## config.mk

```make
export PLATFORM = sky130hd
export DESIGN_NAME = alu_issue_ctrl_flat
export DESIGN_NICKNAME = d
export VERILOG_FILES = /design/src/rtl/alu_pkg.sv /design/src/rtl/alu_issue_ctrl_if.sv /design/src/rtl/alu_op_decoder.sv /design/src/rtl/alu_issue_ctrl.sv /design/src/flat_wrapper.sv
export SDC_FILE = /design/constraint.sdc
export NUM_CORES = 1
export LEC_CHECK = 0
export BUFFER_PORTS_ARGS = -buffer_cell sky130_fd_sc_hd__buf_2
export CORE_ASPECT_RATIO = 0.6
export CORE_MARGIN = 2
export CORE_UTILIZATION = 48
export CTS_CLUSTER_DIAMETER = 60
export DETAILED_ROUTE_END_ITERATION = 7
export PLACE_DENSITY = 0.83
export RECOVER_POWER = 50
export SYNTH_ARGS = -nofsm -noshare
export SYNTH_HDL_FRONTEND = slang
export SYNTH_SLANG_ARGS = --single-unit
```

## constraint.sdc

```tcl
create_clock -name clk -period 6.9 [get_ports clk]
set_clock_uncertainty 0.1 [all_clocks]
set_input_delay 0.345 -clock clk [delete_from_list [all_inputs] [get_ports clk]]
set_output_delay 0.345 -clock clk [all_outputs]
set_load 0.02 [all_outputs]
```

## src/rtl/alu_pkg.sv

```systemverilog
// Shared encodings for the ALU issue controller: ALU control codes, ALUOp/funct
// fields and the controller FSM states.
package alu_pkg;

    localparam logic [3:0] ALU_AND = 4'h0;
    localparam logic [3:0] ALU_OR  = 4'h1;
    localparam logic [3:0] ALU_ADD = 4'h2;
    localparam logic [3:0] ALU_SUB = 4'h6;
    localparam logic [3:0] ALU_SLT = 4'h7;
    localparam logic [3:0] ALU_NOR = 4'hC;

    localparam logic [1:0] ALUOP_ADD   = 2'b00;
    localparam logic [1:0] ALUOP_SUB   = 2'b01;
    localparam logic [1:0] ALUOP_FUNCT = 2'b10;
    localparam logic [1:0] ALUOP_OR    = 2'b11;

    localparam logic [5:0] FUNCT_ADD = 6'b100000;
    localparam logic [5:0] FUNCT_SUB = 6'b100010;
    localparam logic [5:0] FUNCT_AND = 6'b100100;
    localparam logic [5:0] FUNCT_OR  = 6'b100101;
    localparam logic [5:0] FUNCT_NOR = 6'b100111;
    localparam logic [5:0] FUNCT_SLT = 6'b101010;

    typedef enum logic [1:0] {
        ST_IDLE = 2'd0,
        ST_EXEC = 2'd1,
        ST_RESP = 2'd2
    } state_e;

endpackage

```

## src/rtl/alu_issue_ctrl_if.sv

```systemverilog
// Command, ALU and response channels of the ALU issue controller.
// slave = controller side, master = command source / ALU / response sink.
interface alu_issue_ctrl_if #(
    parameter int DATA_W = 48,
    parameter int CNT_W  = 16
);
    logic              cmd_valid;
    logic              cmd_ready;
    logic [1:0]        cmd_aluop;
    logic [5:0]        cmd_funct;
    logic [DATA_W-1:0] cmd_a;
    logic [DATA_W-1:0] cmd_b;
    logic              cmd_fwd_a;

    logic [3:0]        alu_ctrl;
    logic [DATA_W-1:0] alu_a;
    logic [DATA_W-1:0] alu_b;
    logic [DATA_W-1:0] alu_result;
    logic              alu_zero;

    logic              rsp_valid;
    logic              rsp_ready;
    logic [DATA_W-1:0] rsp_result;
    logic              rsp_zero;
    logic              rsp_err;
    logic [CNT_W-1:0]  op_count;
    logic [CNT_W-1:0]  err_count;

    modport slave (
        input  cmd_valid, cmd_aluop, cmd_funct, cmd_a, cmd_b, cmd_fwd_a,
        input  alu_result, alu_zero, rsp_ready,
        output cmd_ready, alu_ctrl, alu_a, alu_b,
        output rsp_valid, rsp_result, rsp_zero, rsp_err, op_count, err_count
    );

    modport master (
        output cmd_valid, cmd_aluop, cmd_funct, cmd_a, cmd_b, cmd_fwd_a,
        output alu_result, alu_zero, rsp_ready,
        input  cmd_ready, alu_ctrl, alu_a, alu_b,
        input  rsp_valid, rsp_result, rsp_zero, rsp_err, op_count, err_count
    );

endinterface

```

## src/rtl/alu_op_decoder.sv

```systemverilog
// Combinational {ALUOp, funct} to 4-bit ALU control decode with illegal-funct flag.
module alu_op_decoder
    import alu_pkg::*;
(
    input  logic [1:0] aluop_i,
    input  logic [5:0] funct_i,
    output logic [3:0] ctrl_o,
    output logic       illegal_o
);

    always_comb begin
        ctrl_o    = ALU_ADD;
        illegal_o = 1'b0;
        case (aluop_i)
            ALUOP_ADD: ctrl_o = ALU_ADD;
            ALUOP_SUB: ctrl_o = ALU_SUB;
            ALUOP_OR:  ctrl_o = ALU_OR;
            ALUOP_FUNCT: begin
                case (funct_i)
                    FUNCT_ADD: ctrl_o = ALU_ADD;
                    FUNCT_SUB: ctrl_o = ALU_SUB;
                    FUNCT_AND: ctrl_o = ALU_AND;
                    FUNCT_OR:  ctrl_o = ALU_OR;
                    FUNCT_NOR: ctrl_o = ALU_NOR;
                    FUNCT_SLT: ctrl_o = ALU_SLT;
                    default:   illegal_o = 1'b1;
                endcase
            end
            default: ctrl_o = ALU_ADD;
        endcase
    end

endmodule

```

## src/rtl/alu_issue_ctrl.sv

```systemverilog
// Issue/collect front end for the external combinational ALU.
// Optional operand-A forwarding from the last good result: define ALU_BYPASS_EN.
//
// state   | meaning
// IDLE    | ready for a command
// EXEC    | registered ctrl/operands on alu_*, capture result at end of cycle
// RESP    | response held on rsp_* until consumed
module alu_issue_ctrl
    import alu_pkg::*;
#(
    parameter int DATA_W = 48,
    parameter int CNT_W  = 16
) (
    input  logic             clk,
    input  logic             rst,
    alu_issue_ctrl_if.slave  bus
);

    state_e            state_q, state_d;
    logic [3:0]        dec_ctrl;
    logic              dec_illegal;
    logic              accept, capture;

    logic [3:0]        ctrl_q;
    logic [DATA_W-1:0] a_q, b_q, res_q, a_sel;
    logic              zero_q, err_q;
    logic [CNT_W-1:0]  op_cnt_q, err_cnt_q;

    alu_op_decoder u_dec (
        .aluop_i   (bus.cmd_aluop),
        .funct_i   (bus.cmd_funct),
        .ctrl_o    (dec_ctrl),
        .illegal_o (dec_illegal)
    );

    always_ff @(posedge clk or posedge rst) begin
        if (rst) state_q <= ST_IDLE;
        else     state_q <= state_d;
    end

    always_comb begin
        state_d = state_q;
        case (state_q)
            ST_IDLE: if (bus.cmd_valid) state_d = dec_illegal ? ST_RESP : ST_EXEC;
            ST_EXEC: state_d = ST_RESP;
            ST_RESP: if (bus.rsp_ready) state_d = ST_IDLE;
            default: state_d = ST_IDLE;
        endcase
    end

    // cmd_ready is gated by rst so every output reads 0 while reset is held
    always_comb begin
        bus.cmd_ready = (state_q == ST_IDLE) && !rst;
        bus.rsp_valid = (state_q == ST_RESP);
        accept        = (state_q == ST_IDLE) && bus.cmd_valid;
        capture       = (state_q == ST_EXEC);
    end

`ifdef ALU_BYPASS_EN
    logic [DATA_W-1:0] last_good_q;

    always_ff @(posedge clk or posedge rst) begin
        if (rst)          last_good_q <= '0;
        else if (capture) last_good_q <= bus.alu_result;
    end

    assign a_sel = bus.cmd_fwd_a ? last_good_q : bus.cmd_a;
`else
    logic unused_fwd;
    assign unused_fwd = bus.cmd_fwd_a;
    assign a_sel      = bus.cmd_a;
`endif

    always_ff @(posedge clk or posedge rst) begin
        if (rst) begin
            ctrl_q    <= '0;
            a_q       <= '0;
            b_q       <= '0;
            res_q     <= '0;
            zero_q    <= 1'b0;
            err_q     <= 1'b0;
            op_cnt_q  <= '0;
            err_cnt_q <= '0;
        end else if (accept && !dec_illegal) begin
            ctrl_q <= dec_ctrl;
            a_q    <= a_sel;
            b_q    <= bus.cmd_b;
        end else if (accept) begin
            res_q     <= '0;
            zero_q    <= 1'b0;
            err_q     <= 1'b1;
            err_cnt_q <= err_cnt_q + CNT_W'(1);
        end else if (capture) begin
            res_q    <= bus.alu_result;
            zero_q   <= bus.alu_zero;
            err_q    <= 1'b0;
            op_cnt_q <= op_cnt_q + CNT_W'(1);
        end
    end

    assign bus.alu_ctrl   = ctrl_q;
    assign bus.alu_a      = a_q;
    assign bus.alu_b      = b_q;
    assign bus.rsp_result = res_q;
    assign bus.rsp_zero   = zero_q;
    assign bus.rsp_err    = err_q;
    assign bus.op_count   = op_cnt_q;
    assign bus.err_count  = err_cnt_q;

endmodule
```

## src/flat_wrapper.sv

```systemverilog
// flat-port wrapper written by rule: the top's interface ports become plain ports
module alu_issue_ctrl_flat import alu_pkg::*;
#(
    parameter int DATA_W = 48,
    parameter int CNT_W  = 16
)
  (clk, rst, bus_cmd_valid, bus_cmd_aluop, bus_cmd_funct, bus_cmd_a, bus_cmd_b, bus_cmd_fwd_a, bus_alu_result, bus_alu_zero, bus_rsp_ready, bus_cmd_ready, bus_alu_ctrl, bus_alu_a, bus_alu_b, bus_rsp_valid, bus_rsp_result, bus_rsp_zero, bus_rsp_err, bus_op_count, bus_err_count);
  alu_issue_ctrl_if #(.DATA_W(DATA_W), .CNT_W(CNT_W)) bus_i ();
  input  logic clk;
  input  logic rst;
  input wire logic [$bits(bus_i.cmd_valid)-1:0] bus_cmd_valid;
  input wire logic [$bits(bus_i.cmd_aluop)-1:0] bus_cmd_aluop;
  input wire logic [$bits(bus_i.cmd_funct)-1:0] bus_cmd_funct;
  input wire logic [$bits(bus_i.cmd_a)-1:0] bus_cmd_a;
  input wire logic [$bits(bus_i.cmd_b)-1:0] bus_cmd_b;
  input wire logic [$bits(bus_i.cmd_fwd_a)-1:0] bus_cmd_fwd_a;
  input wire logic [$bits(bus_i.alu_result)-1:0] bus_alu_result;
  input wire logic [$bits(bus_i.alu_zero)-1:0] bus_alu_zero;
  input wire logic [$bits(bus_i.rsp_ready)-1:0] bus_rsp_ready;
  output wire logic [$bits(bus_i.cmd_ready)-1:0] bus_cmd_ready;
  output wire logic [$bits(bus_i.alu_ctrl)-1:0] bus_alu_ctrl;
  output wire logic [$bits(bus_i.alu_a)-1:0] bus_alu_a;
  output wire logic [$bits(bus_i.alu_b)-1:0] bus_alu_b;
  output wire logic [$bits(bus_i.rsp_valid)-1:0] bus_rsp_valid;
  output wire logic [$bits(bus_i.rsp_result)-1:0] bus_rsp_result;
  output wire logic [$bits(bus_i.rsp_zero)-1:0] bus_rsp_zero;
  output wire logic [$bits(bus_i.rsp_err)-1:0] bus_rsp_err;
  output wire logic [$bits(bus_i.op_count)-1:0] bus_op_count;
  output wire logic [$bits(bus_i.err_count)-1:0] bus_err_count;
  assign bus_i.cmd_valid = bus_cmd_valid;
  assign bus_i.cmd_aluop = bus_cmd_aluop;
  assign bus_i.cmd_funct = bus_cmd_funct;
  assign bus_i.cmd_a = bus_cmd_a;
  assign bus_i.cmd_b = bus_cmd_b;
  assign bus_i.cmd_fwd_a = bus_cmd_fwd_a;
  assign bus_i.alu_result = bus_alu_result;
  assign bus_i.alu_zero = bus_alu_zero;
  assign bus_i.rsp_ready = bus_rsp_ready;
  assign bus_cmd_ready = bus_i.cmd_ready;
  assign bus_alu_ctrl = bus_i.alu_ctrl;
  assign bus_alu_a = bus_i.alu_a;
  assign bus_alu_b = bus_i.alu_b;
  assign bus_rsp_valid = bus_i.rsp_valid;
  assign bus_rsp_result = bus_i.rsp_result;
  assign bus_rsp_zero = bus_i.rsp_zero;
  assign bus_rsp_err = bus_i.rsp_err;
  assign bus_op_count = bus_i.op_count;
  assign bus_err_count = bus_i.err_count;
  alu_issue_ctrl #(.DATA_W(DATA_W), .CNT_W(CNT_W)) u_core (.clk(clk), .rst(rst), .bus(bus_i));
endmodule
```

==> flow_metrics.tcl <==
set metrics [dict create \
    ant_nets 0 \
    crit_type "reg -> reg" \
    drive_above_1_share_pct 33.8 \
    critical_path_required_ps 7090 \
    numPortBuffers 340 \
    status "finished, final reports clean" \
    grt_first_pass_wirelength_um 32700 \
    wl_per_cell_um 18.0 \
    first_pass_iters 4 \
    power_density_mw_per_mm2 485 \
    fin_area_sq_mm 0.0103 \
    die_height_um 105 \
    grt_pass1_vias 5968 \
    grt_usage_pct 23.0 \
    synthToLayoutAreaGrowth_pct 26.1 \
    irDropWorstVdd_mv 0.257 \
    placementRows 36 \
    cap_violations 0 \
    drt_iter0_markers 404 \
    postCtsHoldBufs 1 \
    period_share_pct 43.5 \
    pre_cts_ws_ps 3520 \
    hold_path_startpoint "bus_cmd_b[6]" \
    cts_tree "built" \
    worst_hold_path_type "in -> reg" \
    yosys.area.top_type_share_pct 56.4 \
    synth_seq_cells 184 \
    holdWs_ps 51.0 \
    report.final.hold_viol_count 0 \
    synth-seq-area-share_pct 56.4 \
    maxSlewViolCount 0 \
    cp-start-kind "flop" \
    numCtsBuffers 17 \
    fin_util_pct 62.6 \
    gp_congestion 0.799 \
    synth.largest_area_cell "dfrtp_1" \
    synth_cell_types 41 \
    cp-startpoint "u_core.state_q[1]$_DFFE_PP0P_" \
    nets 1090 \
    critical_path_arrival_ps 3190 \
    synth_common_cells "dfrtp_1, mux2_4, o21ai_0" \
    drcViolationCount 0 \
    tightest_slew_ps 983 \
    core_region_area_sq_mm 0.0164 \
    postSynthAreaPerCell_sq_um 13.6 \
    setup_viol 0 \
    synth_edf_count 0 \
    io-pin-count 342 \
    dieWidth_um 172 \
    initial_core_util_pct 49.6 \
    totalWireLength_um 21100 \
    yosys_warnings 0 \
    min_period_ps 3000 \
    r2r-start "u_core.state_q[1]$_DFFE_PP0P_" \
    dp_hpwl_um 15300 \
    grt_max_degree 110 \
    grt_antenna_before_repair 3 \
    cts_resized 0 \
    cts.root.buffer_cell "clkbuf_16" \
    maxSlewHeadroom_pct 34.4 \
    synth.area.top_cells "dfrtp_1, mux2_4, a22oi_1" \
    synthArstFlopShare_pct 100 \
    yosysMostFrequentCell "dfrtp_1" \
    clock.fmax_mhz 333 \
    end_kind "flop" \
    clkTransAtPathRegs_ps 80 \
    overflow 0 \
    placed_cell_area_sq_mm 0.00990 \
    synth_fp_nets 761 \
    cp_max_fo 57 \
    syn-instance-count 601 \
    rsz0062_at_grt "false" \
    ys_dominant_reg_cell "dfrtp_1" \
    fin_tns_setup_ps 0 \
    fillers 1379 \
    via_per_inst 5.08 \
    cts_max_level 4 \
    leakagePower_nw 4.77 \
    syn_area_sq_mm 0.00816 \
    cts.sinks 184 \
    vias 5958 \
    clockBufferDepth 2 \
    clk_latency_ps 420 \
    dieArea_sq_mm 0.0181 \
    worst_slack_ps 3900 \
    post-cts-setup-buffers 0 \
]
## layout make-up
type	instances	area, sq um	share of cell area [%]
clock buffers	18	429	4.17
diodes	2	5.00	0.0487
well taps	228	285	2.77
repair buffers	347	1550	15.0
clock inverters	14	155	1.51
inverters	10	45.0	0.438
flip-flops and latches	184	4610	44.8
multi-input cells	370	3220	31.3
## sequential cells by signal (all words and copies together) (netlist names)
register               flops
u_core.bus.op_count       16
u_core.bus.rsp_err         1
u_core.bus.rsp_result     48
u_core.bus.rsp_zero        1
u_core.bus.alu_a          48
u_core.state_q             2
u_core.bus.err_count      16
u_core.bus.alu_ctrl        4
u_core.bus.alu_b          48
## power breakdown
part | total [W] | internal [W] | leakage (nW) | switching, W
logic | 0.00214 | 0.000872 | 2.30 | 0.00127
clock network | 0.000955 | 0.000487 | 0.283 | 0.000467
registers | 0.00189 | 0.00155 | 2.19 | 0.000342
total | 0.00499 | 0.00291 | 4.77 | 0.00208
## cells by family after synthesis
kind of cell             count (synthesis)  share of synthesized area [%]
flip-flops                             184                           56.4
AND/OR/NAND/NOR                        128                           9.20
AO/OA/AOI/OAI                          109                           8.59
multiplexers                           101                           18.0
buffers and inverters                   47                           4.26
XOR/XNOR                                30                           3.22
adder cells (fa/ha/maj)                  2                          0.307
## critical path: stages (launching register included)
cell and delay (ps):
dfrtp_2 420, nor3b_2 300, and2_4 850, buf_4 780, mux2_4 360
## worst paths after layout
path | end | slack, ps | cells past startpoint
max in group asynchronous | u_core.bus.rsp_result[22]$_DFFE_PP0P_ | 4620 | 4
min in group asynchronous | u_core.bus.rsp_result[28]$_DFFE_PP0P_ | 560 | 3
worst min register to register | u_core.bus.err_count[15]$_DFFE_PP0P_ | 370 | 1
worst max register to register | u_core.bus.alu_a[45]$_DFFE_PP0P_ | 3900 | 4
worst max-delay path | u_core.bus.alu_a[45]$_DFFE_PP0P_ | 3900 | 4
worst min-delay path | u_core.bus.alu_b[6]$_DFFE_PP0P_ | 50 | 2
## cells in the final DEF, fill, tap and decap left out, drive strengths merged, types with 6 or more instances in the layout
cell type	Yosys	layout
nor3	10	10
mux2	100	100
nand3	13	13
nand2b	51	51
buf	15	177
o21ai	52	52
nand2	15	15
inv	10	18
a22oi	49	49
nor2	6	6
clkbuf	22	187
xnor2	10	10
xor2	20	20
nor4	10	10
dfrtp	184	184
## per-layer routing
layer	part of all wire [%]	up-vias	global-route usage, %
met5	0	-	0
met3	6.5	19	5.95
met1	43	2946	30.4
met4	1.3	0	5.94
met2	49	206	37.9
li1	-	2787	-
## through the flow
stage / instances / total power, W
after detailed placement: 1138 / 0.00416
after global placement: 1138 / 0.00406
after global routing: 1173 / 0.00528
final: 1173 / 0.00499
after floorplan: 601 / 0.00343
after CTS: 1171 / 0.00513
Power figures use the tool's default switching activity.
